File: src/rtl/max7219_seq.sv
// MAX7219-class display command sequencer: autonomous power-up init, then digit refresh on
// request, driving the SPI pins through its own divider/shifter/LOAD framing engine.
module max7219_seq #(
   parameter int         CLK_DIV    = 4,
   parameter int         NUM_DIGITS = 8,
   parameter logic [7:0] DECODE     = 8'h00,
   parameter logic [3:0] INTENSITY  = 4'h7
) (
   input  logic                      clk,
   input  logic                      rst_n,
   input  logic                      start,
   input  logic [NUM_DIGITS*8-1:0]   digits,
   output logic                      sclk,
   output logic                      sdo,
   output logic                      cs_n,
   output logic                      busy,
   output logic                      ready,
   output logic                      done
);

   localparam int               DIV_W     = $clog2(CLK_DIV) + 1;
   localparam logic [DIV_W-1:0] DIV_LAST  = DIV_W'(CLK_DIV - 1);
   localparam logic [5:0]       HALF_LAST = 6'd33;
   localparam logic [3:0]       INIT_LAST = 4'd4;
   localparam logic [3:0]       DIG_LAST  = 4'(NUM_DIGITS - 1);

   typedef enum logic [1:0] {ST_INIT, ST_IDLE, ST_REFRESH, ST_FINISH} state_e;

   state_e                  state_q, state_d;
   logic                    active_q, active_d;
   logic [DIV_W-1:0]        div_q, div_d;
   logic [5:0]              half_q, half_d;
   logic [3:0]              idx_q, idx_d;
   logic [NUM_DIGITS*8-1:0] dig_q, dig_d;
   logic                    sclk_q, sclk_d;
   logic                    sdo_q, sdo_d;
   logic                    cs_n_q, cs_n_d;
   logic                    busy_q, busy_d;
   logic                    ready_q, ready_d;
   logic                    done_q, done_d;

   logic                    half_end_s;
   logic                    frame_end_s;
   logic                    shifting_s;
   logic [3:0]              bit_sel_s;
   logic [7:0]              digit_s;
   logic [15:0]             frame_s;

   function automatic logic [15:0] init_frame(input logic [3:0] i);
      case (i)
         4'd0:    init_frame = 16'h0C01;
         4'd1:    init_frame = {8'h09, DECODE};
         4'd2:    init_frame = {8'h0A, 4'h0, INTENSITY};
         4'd3:    init_frame = {8'h0B, 8'(NUM_DIGITS - 1)};
         4'd4:    init_frame = 16'h0F00;
         default: init_frame = 16'h0000;
      endcase
   endfunction

   // Frame engine: a frame is 34 half-periods of CLK_DIV cycles; 0..31 shift, 32..33 are the gap.
   always_comb begin
      half_end_s  = (div_q == DIV_LAST);
      frame_end_s = active_q && half_end_s && (half_q == HALF_LAST);
      state_d     = state_q;
      active_d    = active_q;
      idx_d       = idx_q;
      dig_d       = dig_q;
      div_d       = '0;
      half_d      = '0;
      if (active_q && half_end_s) begin
         half_d = half_q + 6'd1;
      end else if (active_q) begin
         div_d  = div_q + DIV_W'(1);
         half_d = half_q;
      end else begin
         half_d = '0;
      end

      case (state_q)
         ST_INIT: begin
            if (!active_q) begin
               active_d = 1'b1;
            end else if (frame_end_s) begin
               half_d = '0;
               if (idx_q == INIT_LAST) begin
                  state_d  = ST_IDLE;
                  active_d = 1'b0;
                  idx_d    = '0;
               end else begin
                  idx_d = idx_q + 4'd1;
               end
            end else begin
               idx_d = idx_q;
            end
         end
         ST_IDLE: begin
            if (start) begin
               state_d  = ST_REFRESH;
               active_d = 1'b1;
               idx_d    = '0;
               dig_d    = digits;
            end else begin
               state_d = ST_IDLE;
            end
         end
         ST_REFRESH: begin
            if (frame_end_s) begin
               half_d = '0;
               if (idx_q == DIG_LAST) begin
                  state_d  = ST_FINISH;
                  active_d = 1'b0;
                  idx_d    = '0;
               end else begin
                  idx_d = idx_q + 4'd1;
               end
            end else begin
               idx_d = idx_q;
            end
         end
         ST_FINISH: state_d = ST_IDLE;
         default: begin
            state_d  = ST_INIT;
            active_d = 1'b0;
            idx_d    = '0;
         end
      endcase
   end

   // Pin values are derived from the next engine state so every output comes straight off a flop.
   always_comb begin
      digit_s = 8'h00;
      for (int k = 0; k < NUM_DIGITS; k++) begin
         digit_s = (idx_d == 4'(k)) ? dig_d[8*k +: 8] : digit_s;
      end
      if (state_d == ST_REFRESH) begin
         frame_s = {4'h0, idx_d + 4'd1, digit_s};
      end else begin
         frame_s = init_frame(idx_d);
      end
      shifting_s = active_d && !half_d[5];
      bit_sel_s  = 4'd15 - half_d[4:1];
      cs_n_d     = ~shifting_s;
      sclk_d     = shifting_s & half_d[0];
      sdo_d      = shifting_s & frame_s[bit_sel_s];
      busy_d     = (state_d != ST_IDLE);
      ready_d    = (state_d == ST_IDLE);
      done_d     = (state_d == ST_FINISH);
   end

   // State and output registers.
   always_ff @(posedge clk or negedge rst_n) begin
      if (!rst_n) begin
         state_q  <= ST_INIT;
         active_q <= 1'b0;
         div_q    <= '0;
         half_q   <= '0;
         idx_q    <= '0;
         dig_q    <= '0;
         sclk_q   <= 1'b0;
         sdo_q    <= 1'b0;
         cs_n_q   <= 1'b1;
         busy_q   <= 1'b1;
         ready_q  <= 1'b0;
         done_q   <= 1'b0;
      end else begin
         state_q  <= state_d;
         active_q <= active_d;
         div_q    <= div_d;
         half_q   <= half_d;
         idx_q    <= idx_d;
         dig_q    <= dig_d;
         sclk_q   <= sclk_d;
         sdo_q    <= sdo_d;
         cs_n_q   <= cs_n_d;
         busy_q   <= busy_d;
         ready_q  <= ready_d;
         done_q   <= done_d;
      end
   end

   assign sclk  = sclk_q;
   assign sdo   = sdo_q;
   assign cs_n  = cs_n_q;
   assign busy  = busy_q;
   assign ready = ready_q;
   assign done  = done_q;

endmodule

File: config.mk
export PLATFORM = sky130hd
export DESIGN_NAME = max7219_seq
export DESIGN_NICKNAME = d
export VERILOG_FILES = /design/src/rtl/max7219_seq.sv
export SDC_FILE = /design/constraint.sdc
export NUM_CORES = 1
export LEC_CHECK = 0
export BUFFER_PORTS_ARGS = -buffer_cell sky130_fd_sc_hd__buf_2
export CAP_MARGIN = 20
export CORE_MARGIN = 10
export CORE_UTILIZATION = 34
export DETAILED_ROUTE_END_ITERATION = 7
export GPL_TIMING_DRIVEN = 0
export SLEW_MARGIN = 20
export SYNTH_ARGS = -nofsm -noshare
export SYNTH_HDL_FRONTEND = slang
export SYNTH_SLANG_ARGS = --single-unit
File: constraint.sdc
create_clock -name clk -period 4.1 [get_ports clk]
set_clock_uncertainty 0.1 [all_clocks]
set_input_delay 0.82 -clock clk [delete_from_list [all_inputs] [get_ports clk]]
set_output_delay 0.82 -clock clk [all_outputs]
set_load 0.01 [all_outputs]
## After elaboration in Yosys (flattened, before gate mapping)

Index checks and enable logic that the tools add are counted.

- Bits in registers: 86
- Input bits: 67
- Output and inout port bits: 6
- Word-level logic and storage cells: 87

- Add/sub/neg operators: 5
- Order comparisons: 1
- Equal/unequal tests: 18
- Mux-type cells: 42
- Bitwise gates (word level): 3
- Reductions and logical operators: 6

Operators by type and width:

| kind | count |
|---|---|
| $mux 64 | 2 |
| $mux 8 | 8 |
| $pmux 12 s5 | 1 |
| $eq 4x3->1 const B | 6 |
| $mux 4 | 6 |
| $mux 6 | 4 |
| $mux 12 | 1 |
| $mux 2 | 6 |
| $pmux 4 s3 | 1 |
| $pmux 6 s2 | 1 |
| $add 4x1->4 const B | 2 |
| $eq 2x2->1 const B | 4 |
| $eq 4x2->1 const B | 2 |
| $pmux 2 s4 | 1 |
| $mux 1 | 7 |
| $add 6x1->6 const B | 1 |
| $eq 6x6->1 const B | 1 |
| $mux 3 | 2 |
| $lt 4x5->1 const B | 1 |
| $bmux 1 s4 | 1 |
| $eq 2x1->1 const B | 2 |
| $eq 4x1->1 const B | 1 |
| $logic_not 4->1 | 1 |
| $sub 4x4->4 const A | 1 |
| other kinds (9) | 12 |

## Longest topological paths before layout

Gate-level depths: netlist of the first run.

- Depth after elaboration: 19
- Depth in mapped cells: 17
- Depth with buffers taken out: 15

## Worst setup path after synthesis of the first run

OpenSTA, ideal clock, no wires.

- Path kind: input port to flip-flop
- Start point: input start
- End point: register sdo_q, in the netlist sdo
- Setup time: 104 ps
- Data arrival time: 3924 ps
- Data required time: 3896 ps
- Setup slack: -28 ps
- Stages on the path: 14
- Path buffers: 3
- Path through: nand3b_1 -> clkbuf_1 -> clkbuf_1 -> nand2_1 -> o32ai_1 -> ha_1 -> clkbuf_1 -> clkinv_1 -> nand2_1 -> a221oi_1 -> or4_1 -> a211oi_1 -> a2111oi_0 -> o311ai_1

- Word-level cells in the longest chain between the ends: 15
- Elaborated cells between the ends (all ways): 32
- Those cells by class: add/sub: 1; eq/ne: 8; mux: 20; bitwise: 1; reduce/logical: 2

RTL lines:

| what | RTL line | RTL |
|---|---|---|
| start: declaration | 11 | `input logic start,` |
| $mux 4 * | 97 | `if (start) begin` |
| $pmux 4 s3 * | 79 | `case (state_q)` |
| named net idx_d[0] | 33 | `logic [3:0] idx_q, idx_d;` |
| $logic_not 4->1 | 50, 133 |  |
| $mux 8 (8 in series) | 133 | `digit_s = (idx_d == 4'(k)) ? dig_d[8*k +: 8] : digit_s;` |
| $mux 12 * | 135 | `if (state_d == ST_REFRESH) begin` |
| $bmux 1 s4 * | 144 | `sdo_d = shifting_s & frame_s[bit_sel_s];` |
| $mux 1 (not written as such) * | 144 |  |
| $and 1x1->1 * | 144 |  |
| named net sdo_d | 36 | `logic sdo_q, sdo_d;` |
| end signal: assignment | 173 | `sdo_q <= sdo_d;` |
| end: declaration | 36 |  |

The timed path passes the listed nets; every way through them passes the cells marked *. The select of a mux whose other input is x is not followed.

## Final worst setup path of the first run

- Start point: register half_q[3]
- End point: register sdo_q, in the netlist sdo

- Word-level cells in the longest chain between the ends: 18
- Elaborated cells between the ends (all ways): 46
- Those cells by class: add/sub: 3; eq/ne: 9; mux: 29; bitwise: 1; reduce/logical: 4

RTL lines:

| what | RTL line | RTL |
|---|---|---|
| start: declaration | 32 | `logic [5:0] half_q, half_d;` |
| start signal: assignment | 169 | `half_q <= half_d;` |
| $eq 6x6->1 * | 63 | `frame_end_s = active_q && half_end_s && (half_q == HALF_LAST);` |
| $logic_and 1x1->1 * | 63 |  |
| $mux 4 | 83 | `end else if (frame_end_s) begin` |
| $mux 4 | 81 | `if (!active_q) begin` |
| $pmux 4 s3 * | 79 |  |
| named net idx_d[0] | 33 |  |
| $logic_not 4->1 | 50, 133 |  |
| $mux 8 (8 in series) | 133 |  |
| $mux 12 * | 135 |  |
| $bmux 1 s4 * | 144 |  |
| $mux 1 (not written as such) * | 144 |  |
| $and 1x1->1 * | 144 |  |
| named net sdo_d | 36 |  |

Marked as above.

==> flow_summary.json, run 1 <==
{
  "nets": 543,
  "vdd_drop_max_mv": 0.285,
  "reg2reg_to": "sdo$_DFF_PN0_",
  "drc": 0,
  "dominantRegCellSynth": "dfrtp_1",
  "hp-class": "flip-flop to flip-flop",
  "instances_no_fill": 642,
  "reg2reg_depth": 14,
  "status": "completed",
  "min_period_ps": 3860,
  "antenna_cells": 0,
  "via_count": 3294,
  "clk-insertion-delay-late_ps": 340,
  "yosysUniqueCellTypes": 61,
  "final_common_cell": "dfrtp_1",
  "slew_violations": 0,
  "drv_cap": 0,
  "via_per_inst": 5.13,
  "path_cells": "or3b_1 -> buf_6 -> or2_4 -> o32ai_4 -> buf_4 -> ha_4 -> clkinv_2 -> clkbuf_1 -> o22ai_1 -> nor2_1 -> mux2i_1 -> o21ai_0 -> o211ai_1 -> o311ai_2",
  "clk_pin_slew_ps": 60,
  "hold_depth": 1,
  "core_area_sq_um": 12500,
  "grt_max_degree": 50,
  "max_stage_delay_ps": 420,
  "die_x_um": 133,
  "cts_tree": "done",
  "track_usage": 0.129,
  "rsz0062_at_grt": "no",
  "drive_above_1_share": 0.413,
  "die-height_um": 133,
  "holdCritStartpoint": "div_q[0]$_DFF_PN0_",
  "gp_congestion": 0.850,
  "synth_top_area_share": 0.486,
  "critPathMaxFanout": 10,
  "cp-start-kind": "flip-flop",
  "setup_viol": 0,
  "p_leak_nw": 2.38,
  "whs_endpoint": "div_q[0]$_DFF_PN0_",
  "htree_levels": 3,
  "synth_warnings": 0,
  "cts.sinks": 86,
  "placed_area_sq_um": 4920,
  "placedCellCount": 624,
  "fin_crit_sh": 0.943,
  "design_area_sq_um": 5390,
  "antenna_found_initial": 0,
  "worst_pin_slew_ps": 692,
  "final_antenna_net_count": 0,
  "dieArea_sq_um": 17600,
  "synth_area_sq_um": 4320,
  "clk_root_buffer_cell": "clkbuf_16",
  "cp.required_ps": 4200,
  "wire_per_inst_um": 17.4,
  "start_util": 0.345,
  "max_freq_ghz": 0.259,
  "grt_pass1_vias": 3564,
  "relSlewSlack": 0.535,
  "dpl.hpwl_um": 8370,
  "drtIter0Drc": 137,
  "postCtsHoldBufs": 0,
  "rows": 41,
  "synth_area_per_cell_sq_um": 11.4,
  "synth_cells": 379,
  "yosys.area.top_type": "dfrtp_1",
  "syn_nets": 456,
  "hold_viol": 0,
  "ys_ff_latch": 86,
  "power_density_nw_per_um2": 605,
  "arrival_ps": 3960,
  "synthTopCellsByArea": "dfrtp_1 49%, mux2_2 17%, ha_1 2.9%",
  "endpoint_kind": "flip-flop",
  "io-pin-count": 73,
  "layout_common_cells": "84 x dfrtp_1, 72 x buf_2, 65 x mux2_2",
  "async_flop_share": 1.00,
  "reg2reg_from": "half_q[3]$_DFF_PN0_",
  "synth_edf_count": 0,
  "area.growth.synth_to_final_pct": 24.7,
  "cts_buffer_depth": 2,
  "port_buffers": 72,
  "numCtsBuffers": 9,
  "crit_path_top_delay_cell": "or3b_1",
  "gr-total-overflow": 0,
  "regToRegSetupSlack_ps": 240,
  "drtPass1Iterations": 4,
  "grt_pass1_wl_um": 18500,
  "drt_wl_total_um": 11200,
  "ys_seq_area_frac": 0.498,
  "critPathKind": "flip-flop to flip-flop"
}
==> stage by stage <==
stage | power, mW | hold WS, ps | setup WS (ps) | TNS (ps) | util
2_1_floorplan | 2.09 | 310 | 77.5 | 0 | -
3_3_place_gp | 2.34 | 320 | -1560 | -1560 | 0.391
3_5_place_dp | 2.39 | 327 | -1510 | -1510 | 0.393
4_1_cts | 3.29 | 335 | 18.9 | 0 | 0.425
5_1_grt | 3.48 | 370 | 3.78 | 0 | 0.431
6_report | 3.26 | 329 | 236 | 0 | 0.431
==> worst max path at each step <==
stage,from,slack (ps),depth (start not counted),to
2_1_floorplan,start,80,14,sdo$_DFF_PN0_
3_3_place_gp,start,-1560,16,sdo$_DFF_PN0_
3_5_place_dp,start,-1510,17,sdo$_DFF_PN0_
4_1_cts,div_q[0]$_DFF_PN0_,20,16,sdo$_DFF_PN0_
5_1_grt,state_q[0]$_DFF_PN0_,4,12,sdo$_DFF_PN0_
6_report,half_q[3]$_DFF_PN0_,240,14,sdo$_DFF_PN0_
==> metal layers <==
metal,wire (um),GRT usage
met3,592,0.0413
met1,5060,0.162
met2,5390,0.208
met4,156,0.0379
met5,0,0
==> what timing repair did <==
item	CTS	global route
endpoints found under the setup margin	1	1
gates resized for setup	19	15
buffers inserted	1	5
gates cloned	0	0
pin swaps	2	4
==> sequential cells by signal (all words and copies together), names as in the netlist, 2 cells and up <==
signal,cells
div_q,3
half_q,6
dig_q,64
state_q,2
idx_q,4
==> cells by family (layout without fill, tap and decap cells) <==
kind of cell	Yosys count	count (layout)	synth area share
xor+xnor	4	4	0.00811
mux	73	73	0.191
flops	86	86	0.498
simple gates	94	94	0.109
compound gates	73	73	0.128
buf+inv	39	130	0.0365
fa+ha+maj	10	10	0.0289
==> worst max-delay path, delay by kind of cell, from the launching register on <==
| family | cells | cell delay, ps |
|---|---|---|
| AO/OA/AOI/OAI | 5 | 1220 |
| buffers and inverters | 4 | 870 |
| AND/OR/NAND/NOR | 3 | 750 |
| flip-flops | 1 | 410 |
| adder cells (fa/ha/maj) | 1 | 200 |
| multiplexers | 1 | 190 |
==> final cells by class <==
type	instances	area (sq um)
Inverter	20	78.8
Clock inverter	4	70.1
Buffer	16	88.8
Fill cell	1229	7130
Multi-Input combinational cell	254	2100
Clock buffer	11	253
Tap cell	172	215
Timing Repair Buffer	79	428
Sequential cell	86	2150
==> synth_stat cells, drive strengths merged (2+ instances only) <==
library cell and count:
nand2 20, a211oi 7, a211o 3, nor2b 4, ha 10, o22ai 11
nand3b 2, a2bb2oi 2, a31oi 3, nor2 32, dfrtp 84, o21ai 6
nor3 3, nand3 7, o31ai 2, and2 4, nand2b 5, inv 19
or2 3, and4 2, nand4 2, o211ai 4, dfstp 2, mux2 65
a21o 3, a21oi 3, xnor2 3, mux2i 8, buf 3, a221oi 13
nand4b 3, or4 3, clkbuf 16, a22oi 5
==> where the power goes <==
part	switching, mW	internal [mW]	total, mW
sequential	0.108	1.20	1.31
clock	0.313	0.561	0.874
combinational	0.526	0.556	1.08
total	0.947	2.31	3.26
(Power assumes the default switching activity.)
==> run 2, diff against run 1 <==
Settings changed: CAP_MARGIN 20 to unset, CORE_UTILIZATION 34 to 51, PLACE_DENSITY set to 0.76.
==> flow_summary.json, run 2 (synthesis results as in run 1) <==
{
  "clk_pin_slew_ps": 80,
  "hp-class": "flip-flop to flip-flop",
  "gr-total-overflow": 0,
  "final_antenna_net_count": 0,
  "drtIter0Drc": 157,
  "cts_buffer_depth": 2,
  "min_period_ps": 3950,
  "critPathKind": "flip-flop to flip-flop",
  "via_count": 3304,
  "grt_max_degree": 48,
  "die-height_um": 112,
  "p_leak_nw": 2.32,
  "highest_layer": "met4",
  "endpoint_kind": "flip-flop",
  "clk_root_buffer_cell": "clkbuf_8",
  "setup_viol": 0,
  "via_per_inst": 5.74,
  "drive_above_1_share": 0.412,
  "area.growth.synth_to_final_pct": 20.1,
  "regMostFlops": "dig_q",
  "slew_violations": 0,
  "critPathMaxFanout": 9,
  "track_usage": 0.167,
  "largest_registers": "dig_q (64), half_q (6), idx_q (4)",
  "cts_tree": "done",
  "vdd_drop_max_mv": 0.370,
  "cp.required_ps": 4230,
  "rows": 33,
  "fin_crit_sh": 0.962,
  "design_area_sq_um": 5190,
  "max_freq_ghz": 0.253,
  "clk-insertion-delay-late_ps": 370,
  "dieArea_sq_um": 12600,
  "drv_cap": 0,
  "fill_cells": 654,
  "numCtsBuffers": 9,
  "drc": 0,
  "start_util": 0.526,
  "hold_viol": 0,
  "placed_area_sq_um": 4840,
  "final_common_cell": "dfrtp_1",
  "htree_levels": 3,
  "drt-met1-wl_um": 4580,
  "die_x_um": 112,
  "grt_pass1_wl_um": 17500,
  "gp_congestion": 0.929,
  "register_area_sq_um": 2160,
  "wire_per_inst_um": 18.4,
  "relSlewSlack": 0.521,
  "layout_common_cells": "83 x dfrtp_1, 73 x buf_2, 65 x mux2_2",
  "drt_wl_total_um": 10600,
  "nets": 543,
  "io-pin-count": 73,
  "worst_pin_slew_ps": 713,
  "core_area_sq_um": 8220,
  "cts.sinks": 86,
  "cp-start-kind": "flip-flop",
  "port_buffers": 72,
  "status": "completed",
  "arrival_ps": 4070,
  "power_density_nw_per_um2": 579,
  "antenna_found_initial": 0,
  "multi_input_area_sq_um": 2100,
  "dpl.hpwl_um": 7840,
  "antenna_cells": 0,
  "largest_reg_flops": 64,
  "met3WireLength_um": 676,
  "routed-wl-met2_um": 5160,
  "grt_pass1_vias": 3548,
  "p_total_mw": 3.01,
  "drtPass1Iterations": 4
}
==> run 2: cell types whose count changed in the layout (fill, tap and decap cells not counted), moves of 2 or more <==
cell | before | now
a221oi_1 | 13 | 11
a221oi_2 | 0 | 2
clkbuf_16 | 9 | 0
clkbuf_8 | 2 | 9
clkinv_2 | 3 | 1
clkinv_4 | 0 | 3
inv_6 | 0 | 2
nor2_2 | 2 | 0
==> run 2: metal layers <==
layer	global-route usage	up-vias
li1	-	1561
met1	0.210	1609
met2	0.270	115
met3	0.0495	19
met4	0.0558	0
met5	0	-
==> run 2: report_power, final <==
group          switching, mW  internal (mW)  total, mW  leakage, nW
clock                  0.321          0.289      0.610        0.100
sequential             0.112           1.20       1.31         1.03
combinational          0.529          0.560       1.09         1.19
==> run 2: timing repair <==
| item | in CTS | in global routing |
|---|---|---|
| hold buffers | 0 | 0 |
| pin swaps | 0 | 4 |
| buffers inserted | 0 | 6 |
| resized for setup | 16 | 17 |
| gates cloned | 0 | 0 |
| setup endpoints to repair | 1 | 1 |
==> run 2: layout make-up <==
type / count / share of cell area
Buffer: 16 / 0.0171
Clock buffer: 9 / 0.0239
Clock inverter: 7 / 0.0157
Inverter: 20 / 0.0152
Multi-Input combinational cell: 254 / 0.405
Sequential cell: 86 / 0.415
Tap cell: 105 / 0.0253
Timing Repair Buffer: 79 / 0.0824
==> run 2: critical path, stage by stage (launching register included) <==
cell and delay (ps):
dfrtp_1 360, ha_1 190, ha_4 190, nand4b_1 260
nor3_4 340, mux2i_4 360, ha_1 370, inv_2 110
nand2_1 180, a221oi_1 70, or4_1 490, a211oi_1 270
a2111oi_1 110, o311ai_1 410
==> run 2: final timing paths <==
kind | start | endpoint | slack [ps] | cells after the start
max | div_q[0]$_DFF_PN0_ | sdo$_DFF_PN0_ | 150 | 13
min | div_q[0]$_DFF_PN0_ | div_q[0]$_DFF_PN0_ | 340 | 1
max reg2reg | div_q[0]$_DFF_PN0_ | sdo$_DFF_PN0_ | 150 | 13
min reg2reg | div_q[0]$_DFF_PN0_ | div_q[0]$_DFF_PN0_ | 340 | 1
max in group asynchronous | rst_n | cs_n$_DFF_PN1_ | 2860 | 2
min in group asynchronous | rst_n | dig_q[0]$_DFF_PN0_ | 360 | 1
==> run 2: per-stage QoR <==
step / setup TNS, ps / utilization / instances / setup WS (ps) / hold WS (ps)
after floorplan: 0 / - / 379 / 77.5 / 310
after global placement: -1260 / 0.586 / 556 / -1260 / 323
after detailed placement: -1310 / 0.589 / 557 / -1310 / 341
after CTS: 0 / 0.619 / 570 / 6.94 / 353
after global routing: -10.4 / 0.632 / 576 / -10.4 / 372
final: 0 / 0.632 / 576 / 155 / 342
==> run 3, diff against run 2 <==
Settings changed: ABC_AREA set to 1, CORE_UTILIZATION 51 to 52, PLACE_DENSITY 0.76 to 0.77, RECOVER_POWER set to 100.
==> flow_summary.json, run 3 <==
{
  "status": "complete, but fails checks",
  "violations": "capacitance limit, slew limit",
  "clk-insertion-delay-late_ps": 370,
  "io-pin-count": 73,
  "htree_levels": 3,
  "antenna_found_initial": 0,
  "cp.required_ps": 4310,
  "port_buffers": 72,
  "final_common_cell": "nand2_1",
  "worst_pin_slew_ps": 2090,
  "synth_cells": 635,
  "whs_endpoint": "div_q[0]$_DFF_PN0_",
  "cts_buffer_depth": 2,
  "tns_ps": 0,
  "holdCritStartpoint": "div_q[0]$_DFF_PN0_",
  "layout_common_cells": "248 x nand2_1, 84 x dfrtp_1, 78 x inv_1",
  "nets": 796,
  "cts_tree": "done",
  "largest_reg_flops": 64,
  "yosys.area.top_type": "dfrtp_1",
  "grt_max_degree": 48,
  "via_per_inst": 5.09,
  "drive_above_1_share": 0.169,
  "ys_top_cells_by_count": "244 x nand2_1, 84 x dfrtp_1, 77 x inv_1, 41 x nand3_1, 27 x a21oi_1",
  "synth_area_sq_um": 4740,
  "reg2reg_from": "div_q[0]$_DFF_PN0_",
  "drtPass1Iterations": 5,
  "cp-start-kind": "flip-flop",
  "wire_per_inst_um": 14.2,
  "rsz0062_at_grt": "no",
  "dieArea_sq_um": 13300,
  "synthTopCellsByArea": "dfrtp_1 44%, nand2_1 19%, inv_1 6.1%",
  "clk_pin_slew_ps": 90,
  "critPathMaxFanout": 10,
  "drv_cap": 1,
  "async_flop_share": 1.00,
  "grt_pass1_wl_um": 19800,
  "track_usage": 0.184,
  "endpoint_kind": "flip-flop",
  "setup_viol": 0,
  "power_density_nw_per_um2": 309,
  "hp-class": "flip-flop to flip-flop",
  "crit_top_cell": "nand2_1",
  "synth_edf_count": 0,
  "synth_warnings": 0,
  "final_antenna_net_count": 0,
  "critPathKind": "flip-flop to flip-flop",
  "dpl.hpwl_um": 9040,
  "arrival_ps": 3880,
  "max_freq_ghz": 0.272,
  "synth_top_area_share": 0.443,
  "cts_setup_buffers": 0,
  "drt_wl_total_um": 11800,
  "drtIter0Drc": 228,
  "clk_root_buffer_cell": "clkbuf_8",
  "die_x_um": 116,
  "dominantRegCellSynth": "dfrtp_1",
  "design_area_sq_um": 5450,
  "vdd_drop_max_mv": 0.169,
  "die-height_um": 116,
  "p_leak_nw": 3.14,
  "synth_area_per_cell_sq_um": 7.47,
  "reg2reg_depth": 27,
  "ys_seq_area_frac": 0.454,
  "regMostFlops": "dig_q",
  "fin_crit_sh": 0.896,
  "placed_area_sq_um": 5270,
  "hold_depth": 1,
  "final_util": 0.619,
  "area.growth.synth_to_final_pct": 14.8,
  "rows": 34,
  "min_period_ps": 3670,
  "syn_nets": 712,
  "core_area_sq_um": 8810,
  "numCtsBuffers": 9,
  "gp_congestion": 0.911,
  "synth_most_common_cell": "nand2_1",
  "cts.sinks": 86,
  "start_util": 0.539,
  "relSlewSlack": -0.395,
  "crit_path_top_delay_cell": "dfrtp_1",
  "largest_registers": "dig_q (64), half_q (6), idx_q (4)",
  "grt_pass1_vias": 4323,
  "cts_resized": 0,
  "drc": 0,
  "via_count": 4235,
  "max_stage_delay_ps": 390,
  "ys_ff_latch": 86,
  "reg2reg_to": "sdo$_DFF_PN0_",
  "slew_violations": 41,
  "gr-total-overflow": 0,
  "regToRegSetupSlack_ps": 430,
  "antenna_cells": 0,
  "hold_viol": 0,
  "postCtsHoldBufs": 0,
  "yosysUniqueCellTypes": 34
}
## run 3: final cells by class
cell class | count | area [sq um]
plain buffers | 19 | 97.6
clock buffers | 11 | 151
clock inverters | 5 | 81.3
fillers | 800 | 3360
inverters | 86 | 328
multi-input cells | 444 | 2140
flip-flops and latches | 86 | 2150
well taps | 108 | 135
repair buffers | 73 | 357
## run 3: cells by family after synthesis
| kind of cell | Yosys count | synth area share |
|---|---|---|
| mux | 15 | 0.0316 |
| simple gates | 351 | 0.319 |
| fa+ha+maj | 10 | 0.0264 |
| flops | 86 | 0.454 |
| xor+xnor | 2 | 0.00369 |
| compound gates | 66 | 0.0733 |
| buf+inv | 105 | 0.0918 |
## run 3: worst max path at each step
stage / slack, ps / endpoint / cells past startpoint / from
floorplan: 1110 / sdo$_DFF_PN0_ / 24 / div_q[0]$_DFF_PN0_
global route: 100 / sdo$_DFF_PN0_ / 26 / div_q[0]$_DFF_PN0_
finish: 430 / sdo$_DFF_PN0_ / 27 / div_q[0]$_DFF_PN0_
detailed placement: 500 / sdo$_DFF_PN0_ / 23 / start
CTS: 500 / sdo$_DFF_PN0_ / 27 / div_q[0]$_DFF_PN0_
global placement: 520 / sdo$_DFF_PN0_ / 23 / start
## run 3: power breakdown
group	internal (mW)	switching, mW
Clock	0.377	0.325
Sequential	0.880	0.00859
Combinational	0.0386	0.0538
## run 3: metal layers
layer,global-route usage,up-vias,share of wire
li1,-,2146,-
met1,0.228,1966,0.45
met2,0.305,100,0.48
met3,0.0501,23,0.055
met4,0.0625,0,0.018
met5,0,-,0
## run 3: metrics by stage
stage / hold WS [ps] / cells / power, mW / setup WS [ps]
5_1_grt: 356 / 832 / 1.75 / 99.3
3_5_place_dp: 331 / 816 / 1.00 / 501
6_report: 336 / 832 / 1.68 / 426
4_1_cts: 332 / 832 / 1.69 / 497
3_3_place_gp: 323 / 815 / 0.994 / 521
2_1_floorplan: 309 / 635 / 0.939 / 1110
## run 3: critical path: cells and delay by family (launching register included)
| family | cells | cell delay [ps] |
|---|---|---|
| AOI/OAI and AO/OA | 3 | 510 |
| and+or+nand+nor | 17 | 1360 |
| DFF | 1 | 390 |
| adders and majority gates | 3 | 650 |
| buffers and inverters | 4 | 560 |
